## src/rtl/vga_pkg.sv

```systemverilog
// Shared definitions for the VGA test-pattern renderer: mode encoding,
// 3-bit bar colours, default raster size and the box-axis step function.
package vga_pkg;

  localparam int H_VIDEO_DEFAULT = 640;
  localparam int V_VIDEO_DEFAULT = 480;

  typedef enum logic [1:0] {
    MODE_SOLID   = 2'd0,
    MODE_BARS    = 2'd1,
    MODE_CHECKER = 2'd2,
    MODE_BOX     = 2'd3
  } mode_e;

  // One bit per channel, {r, g, b}; a set bit means full scale.
  typedef logic [2:0] rgb3_t;

  localparam rgb3_t RGB_WHITE   = 3'b111;
  localparam rgb3_t RGB_YELLOW  = 3'b110;
  localparam rgb3_t RGB_CYAN    = 3'b011;
  localparam rgb3_t RGB_GREEN   = 3'b010;
  localparam rgb3_t RGB_MAGENTA = 3'b101;
  localparam rgb3_t RGB_RED     = 3'b100;
  localparam rgb3_t RGB_BLUE    = 3'b001;
  localparam rgb3_t RGB_BLACK   = 3'b000;

  typedef struct packed {
    logic [9:0] pos;
    logic       dir;   // 1 = increasing
  } axis_t;

  function automatic rgb3_t bar_colour(input logic [2:0] idx);
    case (idx)
      3'd0:    return RGB_WHITE;
      3'd1:    return RGB_YELLOW;
      3'd2:    return RGB_CYAN;
      3'd3:    return RGB_GREEN;
      3'd4:    return RGB_MAGENTA;
      3'd5:    return RGB_RED;
      3'd6:    return RGB_BLUE;
      default: return RGB_BLACK;
    endcase
  endfunction

  // One bounce step along an axis whose legal range is [0, max_pos].
  function automatic axis_t axis_step(input axis_t cur, input logic [9:0] max_pos);
    axis_t nxt;
    nxt = cur;
    if (max_pos == '0) begin
      nxt = cur;                       // box spans the whole axis: nowhere to go
    end else if (cur.dir && cur.pos >= max_pos) begin
      nxt.dir = 1'b0;
      nxt.pos = cur.pos - 10'd1;
    end else if (!cur.dir && cur.pos == '0) begin
      nxt.dir = 1'b1;
      nxt.pos = 10'd1;
    end else begin
      nxt.pos = cur.dir ? cur.pos + 10'd1 : cur.pos - 10'd1;
    end
    return nxt;
  endfunction

endpackage

```

## src/rtl/vga_box_mover.sv

```systemverilog
// Position and direction registers of the bouncing box; advances one pixel
// per axis on each step pulse and reflects at the edges of the raster.
module vga_box_mover
  import vga_pkg::*;
#(
  parameter int H_VIDEO  = H_VIDEO_DEFAULT,
  parameter int V_VIDEO  = V_VIDEO_DEFAULT,
  parameter int BOX_SIZE = 32
) (
  input  logic       clk,
  input  logic       rst_n,
  input  logic       step,
  output logic [9:0] box_x,
  output logic [9:0] box_y
);

  localparam logic [9:0] MAX_X = 10'(H_VIDEO - BOX_SIZE);
  localparam logic [9:0] MAX_Y = 10'(V_VIDEO - BOX_SIZE);

  axis_t x_q;
  axis_t y_q;

  // NOTE: state uses <= so every flop samples pre-edge values; blocking '=' is
  // kept to combinational code and function temporaries.
  always_ff @(posedge clk or negedge rst_n) begin
    if (!rst_n) begin
      x_q <= '{pos: 10'd0, dir: 1'b1};
      y_q <= '{pos: 10'd0, dir: 1'b1};
    end else if (step) begin
      x_q <= axis_step(x_q, MAX_X);
      y_q <= axis_step(y_q, MAX_Y);
    end
  end

  assign box_x = x_q.pos;
  assign box_y = y_q.pos;

endmodule

```

## src/rtl/vga_pattern_renderer.sv

```systemverilog
// Test-pattern renderer with a 2-stage pipeline from pixel coordinates to RGB.
// Define VGA_RENDERER_BOUNCE_EN to build the animated bouncing-box pattern.
module vga_pattern_renderer
  import vga_pkg::*;
#(
  parameter int COLOR_W      = 4,
  parameter int H_VIDEO      = H_VIDEO_DEFAULT,
  parameter int V_VIDEO      = V_VIDEO_DEFAULT,
  parameter int BOX_SIZE     = 32,
  parameter int CHECKER_LOG2 = 5
) (
  input  logic               clk_0,
  input  logic               rst,
  input  logic [9:0]         pixel_x,
  input  logic [9:0]         pixel_y,
  input  logic               video_on,
  input  logic [1:0]         mode,
  output logic [COLOR_W-1:0] red,
  output logic [COLOR_W-1:0] green,
  output logic [COLOR_W-1:0] blue,
  output logic               frame_tick
);

  localparam int BAR_W = H_VIDEO / 8;

  mode_e active_mode;
  logic  lap;
  logic  started;
  logic  hold_black;
  logic  blank_now;
  logic  [2:0] bar_idx;
  rgb3_t pattern;
  rgb3_t pattern_q;
  logic  video_q;

  assign lap = video_on && (pixel_x == 10'(H_VIDEO - 1)) && (pixel_y == 10'(V_VIDEO - 1));

  // After reset a non-solid request stays black until the first frame boundary;
  // the decision is taken from the mode seen on the first cycle out of reset.
  always_ff @(posedge clk_0 or negedge rst) begin
    if (!rst) begin
      active_mode <= MODE_SOLID;
      frame_tick  <= 1'b0;
      started     <= 1'b0;
      hold_black  <= 1'b1;
    end else begin
      frame_tick <= lap;
      if (lap) begin
        active_mode <= mode_e'(mode);
        hold_black  <= 1'b0;
        started     <= 1'b1;
      end else if (!started) begin
        hold_black <= (mode_e'(mode) != MODE_SOLID);
        started    <= 1'b1;
      end
    end
  end

  assign blank_now = started ? hold_black : (mode_e'(mode) != MODE_SOLID);

  always_comb begin
    bar_idx = 3'd0;
    for (int k = 1; k < 8; k++) begin
      if (int'(pixel_x) >= k * BAR_W) bar_idx = bar_idx + 3'd1;
    end
  end

`ifdef VGA_RENDERER_BOUNCE_EN
  logic [9:0] box_x;
  logic [9:0] box_y;
  logic       in_box;

  // The box only moves while it is the pattern on screen.
  vga_box_mover #(
    .H_VIDEO (H_VIDEO),
    .V_VIDEO (V_VIDEO),
    .BOX_SIZE(BOX_SIZE)
  ) u_box_mover (
    .clk  (clk_0),
    .rst_n(rst),
    .step (lap && (active_mode == MODE_BOX)),
    .box_x(box_x),
    .box_y(box_y)
  );

  assign in_box = ({1'b0, pixel_x} >= {1'b0, box_x}) &&
                  ({1'b0, pixel_x} <  {1'b0, box_x} + 11'(BOX_SIZE)) &&
                  ({1'b0, pixel_y} >= {1'b0, box_y}) &&
                  ({1'b0, pixel_y} <  {1'b0, box_y} + 11'(BOX_SIZE));
`endif

  // NOTE: default assignment first so every path drives pattern; no latch.
  always_comb begin
    pattern = RGB_BLACK;
    case (active_mode)
      MODE_SOLID:   pattern = RGB_WHITE;
      MODE_BARS:    pattern = bar_colour(bar_idx);
      MODE_CHECKER: pattern = (pixel_x[CHECKER_LOG2] ^ pixel_y[CHECKER_LOG2]) ? RGB_WHITE : RGB_BLACK;
`ifdef VGA_RENDERER_BOUNCE_EN
      MODE_BOX:     pattern = in_box ? RGB_WHITE : RGB_BLUE;
`else
      MODE_BOX:     pattern = RGB_BLACK;
`endif
      default:      pattern = RGB_BLACK;
    endcase
    if (blank_now) pattern = RGB_BLACK;
  end

  // NOTE: every pipeline flop is reset, not only the video flag, so the DAC
  // pins go black the instant rst falls.
  always_ff @(posedge clk_0 or negedge rst) begin
    if (!rst) begin
      pattern_q <= RGB_BLACK;
      video_q   <= 1'b0;
      red       <= '0;
      green     <= '0;
      blue      <= '0;
    end else begin
      pattern_q <= pattern;
      video_q   <= video_on;
      red       <= {COLOR_W{pattern_q[2] & video_q}};
      green     <= {COLOR_W{pattern_q[1] & video_q}};
      blue      <= {COLOR_W{pattern_q[0] & video_q}};
    end
  end

endmodule

```

## config.mk

```make
export PLATFORM = sky130hd
export DESIGN_NAME = vga_pattern_renderer
export DESIGN_NICKNAME = d
export VERILOG_FILES = /design/src/rtl/vga_pkg.sv /design/src/rtl/vga_box_mover.sv /design/src/rtl/vga_pattern_renderer.sv
export SDC_FILE = /design/constraint.sdc
export NUM_CORES = 1
export LEC_CHECK = 0
export CORE_MARGIN = 3
export CORE_UTILIZATION = 42
export CTS_BUF_LIST = sky130_fd_sc_hd__clkbuf_8
export CTS_CLUSTER_DIAMETER = 30
export DETAILED_ROUTE_END_ITERATION = 7
export PLACE_DENSITY = 0.81
export SLEW_MARGIN = 20
export SYNTH_ARGS = -nofsm -noshare
export SYNTH_HDL_FRONTEND = slang
export SYNTH_SLANG_ARGS = --single-unit
```

## constraint.sdc

```tcl
create_clock -name clk_0 -period 1.2 [get_ports clk_0]
set_clock_uncertainty 0.1 [all_clocks]
set_input_delay 0.18 -clock clk_0 [delete_from_list [all_inputs] [get_ports clk_0]]
set_output_delay 0.18 -clock clk_0 [all_outputs]
set_load 0.05 [all_outputs]
```

# Word-level counts from Yosys, hierarchy flattened
# Index checks and enable logic that the tools add are counted.
# word_totals
ff_bits	12
inputBits	25
out_inout_bits	13
# op_classes
addsub	6
magnitude_cmp	7
n_eq_ne	11
muxes	13
bitwise	4
reduce_logical	5
# ops
op	count
greater-or-equal comparator 10 x 9 -> 1 bit (second input constant)	3
two-way mux 3 bit	8
case mux 3 bit (7 select lines)	1
greater-or-equal comparator 10 x 8 -> 1 bit (second input constant)	2
adder 3 x 1 -> 3 bit (second input constant)	6
case mux 3 bit (4 select lines)	1
== test 10 bit (second input constant)	1
== test 10 x 9 -> 1 bit (second input constant)	1
greater-or-equal comparator 10 bit (second input constant)	1
greater-or-equal comparator 10 x 7 -> 1 bit (second input constant)	1
== test 3 bit (second input constant)	3
== test 3 x 2 -> 1 bit (second input constant)	2
== test 2 bit (second input constant)	2
bitwise AND 1 bit	3
== test 3 x 1 -> 1 bit (second input constant)	1
logical NOT 3 bit	1
two-way mux 1 bit	3
== test 2 x 1 -> 1 bit (second input constant)	1
logical AND 1 bit	2
logical NOT 2 bit	1
nonzero test 2 bit	1
bitwise XOR 1 bit	1

# Depth between registers and ports, before layout
# logic_depth
depth_word	18
ltp_mapped	22
depth_no_buf	21

# Least setup slack after synthesis
# OpenSTA, ideal clock, no wires.
# synth_path
path_kind	input to register
startpoint	in pixel_x[5]
endpoint	reg pattern_q[1]
setup_ns	0.138
arrival_time_ns	3.629
slack_ns	-2.667
cell_stages	22
path_buffers	1
path_cell_list	buf_4 -> o21ai_0 -> and3b_2 -> inv_1 -> ha_1 -> and3b_4 -> nor2_1 -> ha_1 -> o21ai_0 -> o41ai_4 -> ha_1 -> nor2b_1 -> a21o_2 -> ha_1 -> mux2i_1 -> nand2_1 -> ha_1 -> nand2_1 -> or3_1 -> and4b_1 -> mux2i_1 -> o21ai_0
# synth_via
elab_chain_cells	18
word_cells_on_any_way	32
# synth_lines
item	line	source
start: declaration	vga_pattern_renderer.sv:14	input logic [9:0] pixel_x,
greater-or-equal comparator 10 x 7 -> 1 bit	vga_pattern_renderer.sv:64	if (int'(pixel_x) >= k * BAR_W) bar_idx = bar_idx + 3'd1;
two-way mux 1 bit	vga_pattern_renderer.sv:64	
adder 3 x 1 -> 3 bit	vga_pattern_renderer.sv:64	
two-way mux 3 bit	vga_pattern_renderer.sv:64	
adder 3 x 1 -> 3 bit	vga_pattern_renderer.sv:64	
two-way mux 3 bit	vga_pattern_renderer.sv:64	
adder 3 x 1 -> 3 bit	vga_pattern_renderer.sv:64	
two-way mux 3 bit	vga_pattern_renderer.sv:64	
[3 not listed]	--	
two-way mux 3 bit	vga_pattern_renderer.sv:64	
adder 3 x 1 -> 3 bit	vga_pattern_renderer.sv:64	
two-way mux 3 bit	vga_pattern_renderer.sv:64	
== test 3 bit, or another cell as far along	vga_pkg.sv:33	case (idx)
case mux 3 bit (7 select lines)	vga_pkg.sv:33	
case mux 3 bit (4 select lines) (*)	vga_pattern_renderer.sv:95	case (active_mode)
two-way mux 3 bit (*)	vga_pattern_renderer.sv:106	if (blank_now) pattern = RGB_BLACK;
net pattern[1]	vga_pattern_renderer.sv:32	rgb3_t pattern;
end signal: assignment	vga_pattern_renderer.sv:119	pattern_q <= pattern;
end: declaration	vga_pattern_renderer.sv:33	rgb3_t pattern_q;
# The timed path passes the listed nets; every way through them passes the cells marked *.
# A chain may end at the register's enable or synchronous reset.

# Final worst setup path
# Ends and elaborated chain as after synthesis.

==> impl_metrics.csv <==
group,metric,value,unit
yosys,ys.flop_type,"dfrtp_1",
power_and_ir_drop,cellPowerDensity,983,mW/mm²
yosys,ys_top_cells_by_area,"dfrtp_1 25%, buf_4 6.7%, ha_1 6.7%",
finish,top_library_cells_by_usage_in_the_layout_fill_and_taps_aside,"35 x buf_4, 13 x buf_6, 13 x buf_12",
drt,post-route-drc-count,0,
place,dpl-instance-area,0.00185,mm²
yosys,number_of_storage_elements_in_the_synthesis_netlist,12,
timing,fmaxAchievable,274,MHz
clock_tree,clk-insertion-delay-late,0.25,ns
yosys,synth-simple-area-share,0.297,
yosys,share_of_the_yosys_chip_area_belonging_to_registers,0.269,
timing,drv_slew,0,
drt,route.final.wire_length,4.47,mm
power_and_ir_drop,p_leak,0.958,nW
yosys,synth_top_area_frac,0.246,
die,die_x,57.7,µm
yosys,postSynthCellCount,118,
place,place_congestion,0.771,
timing,finalSetupViolations,7,
status,violations,"negative setup slack",
clock_tree,h-tree-depth,1,
finish,fillCellCount,118,
yosys,syn_nets,149,
flow_run,cap_violations,0,
drt,drtIter0Drc,62,
global_route,first_global_vias,1229,
yosys,netlist_area_before_placement,0.00112,mm²
clock_tree,tritoncts_clock_tree,"built",
setup_path,regToRegSetupSlack,-0.31,ns
setup_path,worst-path-max-fanout,3,
die,initial_core_util,0.448,
finish,layout_commonest_cell,"buf_4",
setup_path,worstPathCellList,"buf_6 -> o21ai_2 -> and3b_2 -> inv_2 -> ha_4 -> and3b_4 -> nor2_2 -> ha_1 -> o21ai_2 -> o41ai_4 -> ha_1 -> nor2b_4 -> a21o_2 -> ha_4 -> mux2i_2 -> nand2_1 -> ha_4 -> nand2_1 -> buf_4 -> o211ai_1 -> and4b_1 -> mux2i_1 -> o21ai_1",
finish,design.final.nets,222,
finish,layout.cell_area.non_filler,0.00216,mm²
timing,fin_worst_hold_slack,0.0694,ns
global_route,first_pass_grt_wire_length,5.68,mm
yosys,synthDominantAreaCellType,"dfrtp_1",
finish,layout.area.seq,305,µm²
die,coreArea,0.00250,mm²
setup_path,path_common_cell,"ha_4",
status,status,"finished with violations",
setup_path,cpMaxStageDelayCell,"and3b_4",
global_route,grt_antenna_before_repair,0,
global_route,globalRouteTotalUtil,0.224,
drt,detailroute.via_count,1279,
setup_path,timing_worst_setup_path_type,"input pin to flip-flop",
setup_path,critPathTopFamily,"simple AND/OR/NAND/NOR gates",
clock_tree,cts.reportedPaths.clkPinSlew,0.06,ns
yosys,synth-edff-count,0,
timing,final.min_clock_period,3.65,ns
finish,area_of_the_multi_input_gates,876,µm²
drt,vias_per_cell,5.81,
setup_path,critPathMaxStageDelay,0.29,ns
global_route,gr-total-overflow,0,
yosys,postSynthAreaPerCell,9.50,µm²
setup_path,critPathRequiredTime,1.22,ns
yosys,synth-warning-count,0,
die,fp.dieH,57.7,µm
setup_path,timing.critical_path.to_type,"flip-flop",
yosys,synth-adder-area-share,0.0670,
clock_tree,numClockSinks,12,
yosys,synth_xor_xnor_area_share,0.0525,
finish,final_layout_size_suffix_gt1_frac,0.579,
clock_tree,clock_path_buffers,2,
drt,routedWlPerCell,20.3,µm
finish,syn_to_final_growth,92.6,%
yosys,synth.distinct_cells,50,
yosys,synth-compound-area-share,0.189,
place,place.port_buffers,37,
power_and_ir_drop,total_power,0.00212,W
drt,detail_route.first_pass.iterations,4,
setup_path,timing.critical_path.buf_inv,3,
place,dp_hpwl,2.48,mm
setup_path,critical_path_arrival,3.67,ns
yosys,ys_async_sr_fraction,1.00,
timing,hold_viol_final,0,
yosys,synth.area.mux_share,0.0179,
hold_path,worstHoldPathType,"input pin to asynchronous set/reset pin",
die,placement_rows,18,
setup_path,element_type_at_the_critical_path_start,"input pin",
global_route,largest_net_degree_at_the_start_of_global_routing,13,
finish,antenna_diodes,0,
clock_tree,clockRootBuffer,"clkbuf_8",
power_and_ir_drop,peak_supply_drop,0.00103,V
clock_tree,cts_bufs_inserted,3,
timing,rsz0062_at_grt,"true",
drt,antenna_violating_nets_post_route,0,
die,io-pin-count,38,
yosys,synth_top_family_by_area,"simple AND/OR/NAND/NOR gates",
timing,finalCritPeriodShare,3.04,
timing,setup_tns,-6.13,ns
clock_tree,holdBufCountCts,0,
timing,fin_ws,-2.45,ns
die,floorplan.die_area,0.00333,mm²
## report_power, final
| part | total [W] | internal [W] | leakage, nW | switching (W) |
|---|---|---|---|---|
| clock network | 0.000468 | 0.000291 | 0.0288 | 0.000177 |
| logic | 0.00116 | 0.000628 | 0.784 | 0.000531 |
| registers | 0.000496 | 0.000449 | 0.146 | 0.0000478 |
## worst reg2reg max path: cells and delay by family, from the launching register on
kind | cells | cell delay (ns)
DFF | 1 | 0.52
muxes | 1 | 0.17
AOI/OAI and AO/OA | 3 | 0.31
buffers and inverters | 1 | 0.20
and+or+nand+nor | 1 | 0.08
## routing by layer
layer	track usage	part of all wire
met5	0	0
met4	0.0728	0.031
met3	0.0267	0.052
met2	0.421	0.52
met1	0.262	0.39
## registers in the layout, indices dropped and copies added (netlist names)
register     cells
green            1
started          1
red              1
frame_tick       1
blue             1
pattern_q        3
active_mode      2
hold_black       1
video_q          1
## worst paths after layout
kind | endpoint | cells after the start | start
worst max-delay path | pattern_q[1] | 23 | pixel_x[5]
worst min-delay path | pattern_q[2] | 1 | rst
worst max register to register | pattern_q[1] | 6 | hold_black
worst min register to register | red[0] | 1 | pattern_q[2]
max in group asynchronous | blue[0] | 2 | rst
min in group clk_0 | video_q | 2 | video_on
## synthesized netlist by cell type, types with 2 or more instances
| cell | n |
|---|---|
| o21a_1 | 2 |
| nand3b_1 | 2 |
| o21ai_0 | 7 |
| nand2_1 | 13 |
| and4b_1 | 3 |
| nor2_1 | 6 |
| and2_1 | 3 |
| nand4b_1 | 3 |
| or3_1 | 2 |
| mux2i_1 | 2 |
| inv_1 | 4 |
| buf_6 | 2 |
| xnor2_1 | 3 |
| nand4_1 | 3 |
| dfrtp_1 | 11 |
| nand3_1 | 4 |
| ha_1 | 6 |
| buf_4 | 10 |
## metrics by stage
stage	std cells	setup WS [ns]	utilization
after global routing	220	-2.69	0.864
final	220	-2.45	0.864
after detailed placement	203	-3.06	0.740
after global placement	203	-2.94	0.740
after floorplan	118	-2.54	-
after CTS	215	-2.34	0.800
## kinds of logic (layout without fill, tap and decap cells)
family | after synthesis | count (layout)
buffers and inverters | 17 | 89
AOI/OAI and AO/OA | 24 | 24
other | 1 | 1
adders and majority gates | 6 | 6
and+or+nand+nor | 51 | 51
muxes | 2 | 2
DFF | 12 | 12
xor gates and xnor gates | 5 | 5
## repair_timing
item | 4_1_cts | 5_1_grt
buffers inserted | 8 | 6
pin swaps | 18 | 8
setup endpoints to repair | 7 | 11
resized for setup | 46 | 26
## area by class of cell
cell class | instances | area share
multi-input combinational | 89 | 0.406
timing repair buffer | 81 | 0.402
sequential | 12 | 0.141
clock buffer | 4 | 0.0255
tap | 30 | 0.0174
inverter | 4 | 0.00811
(Power assumes the default switching activity.)
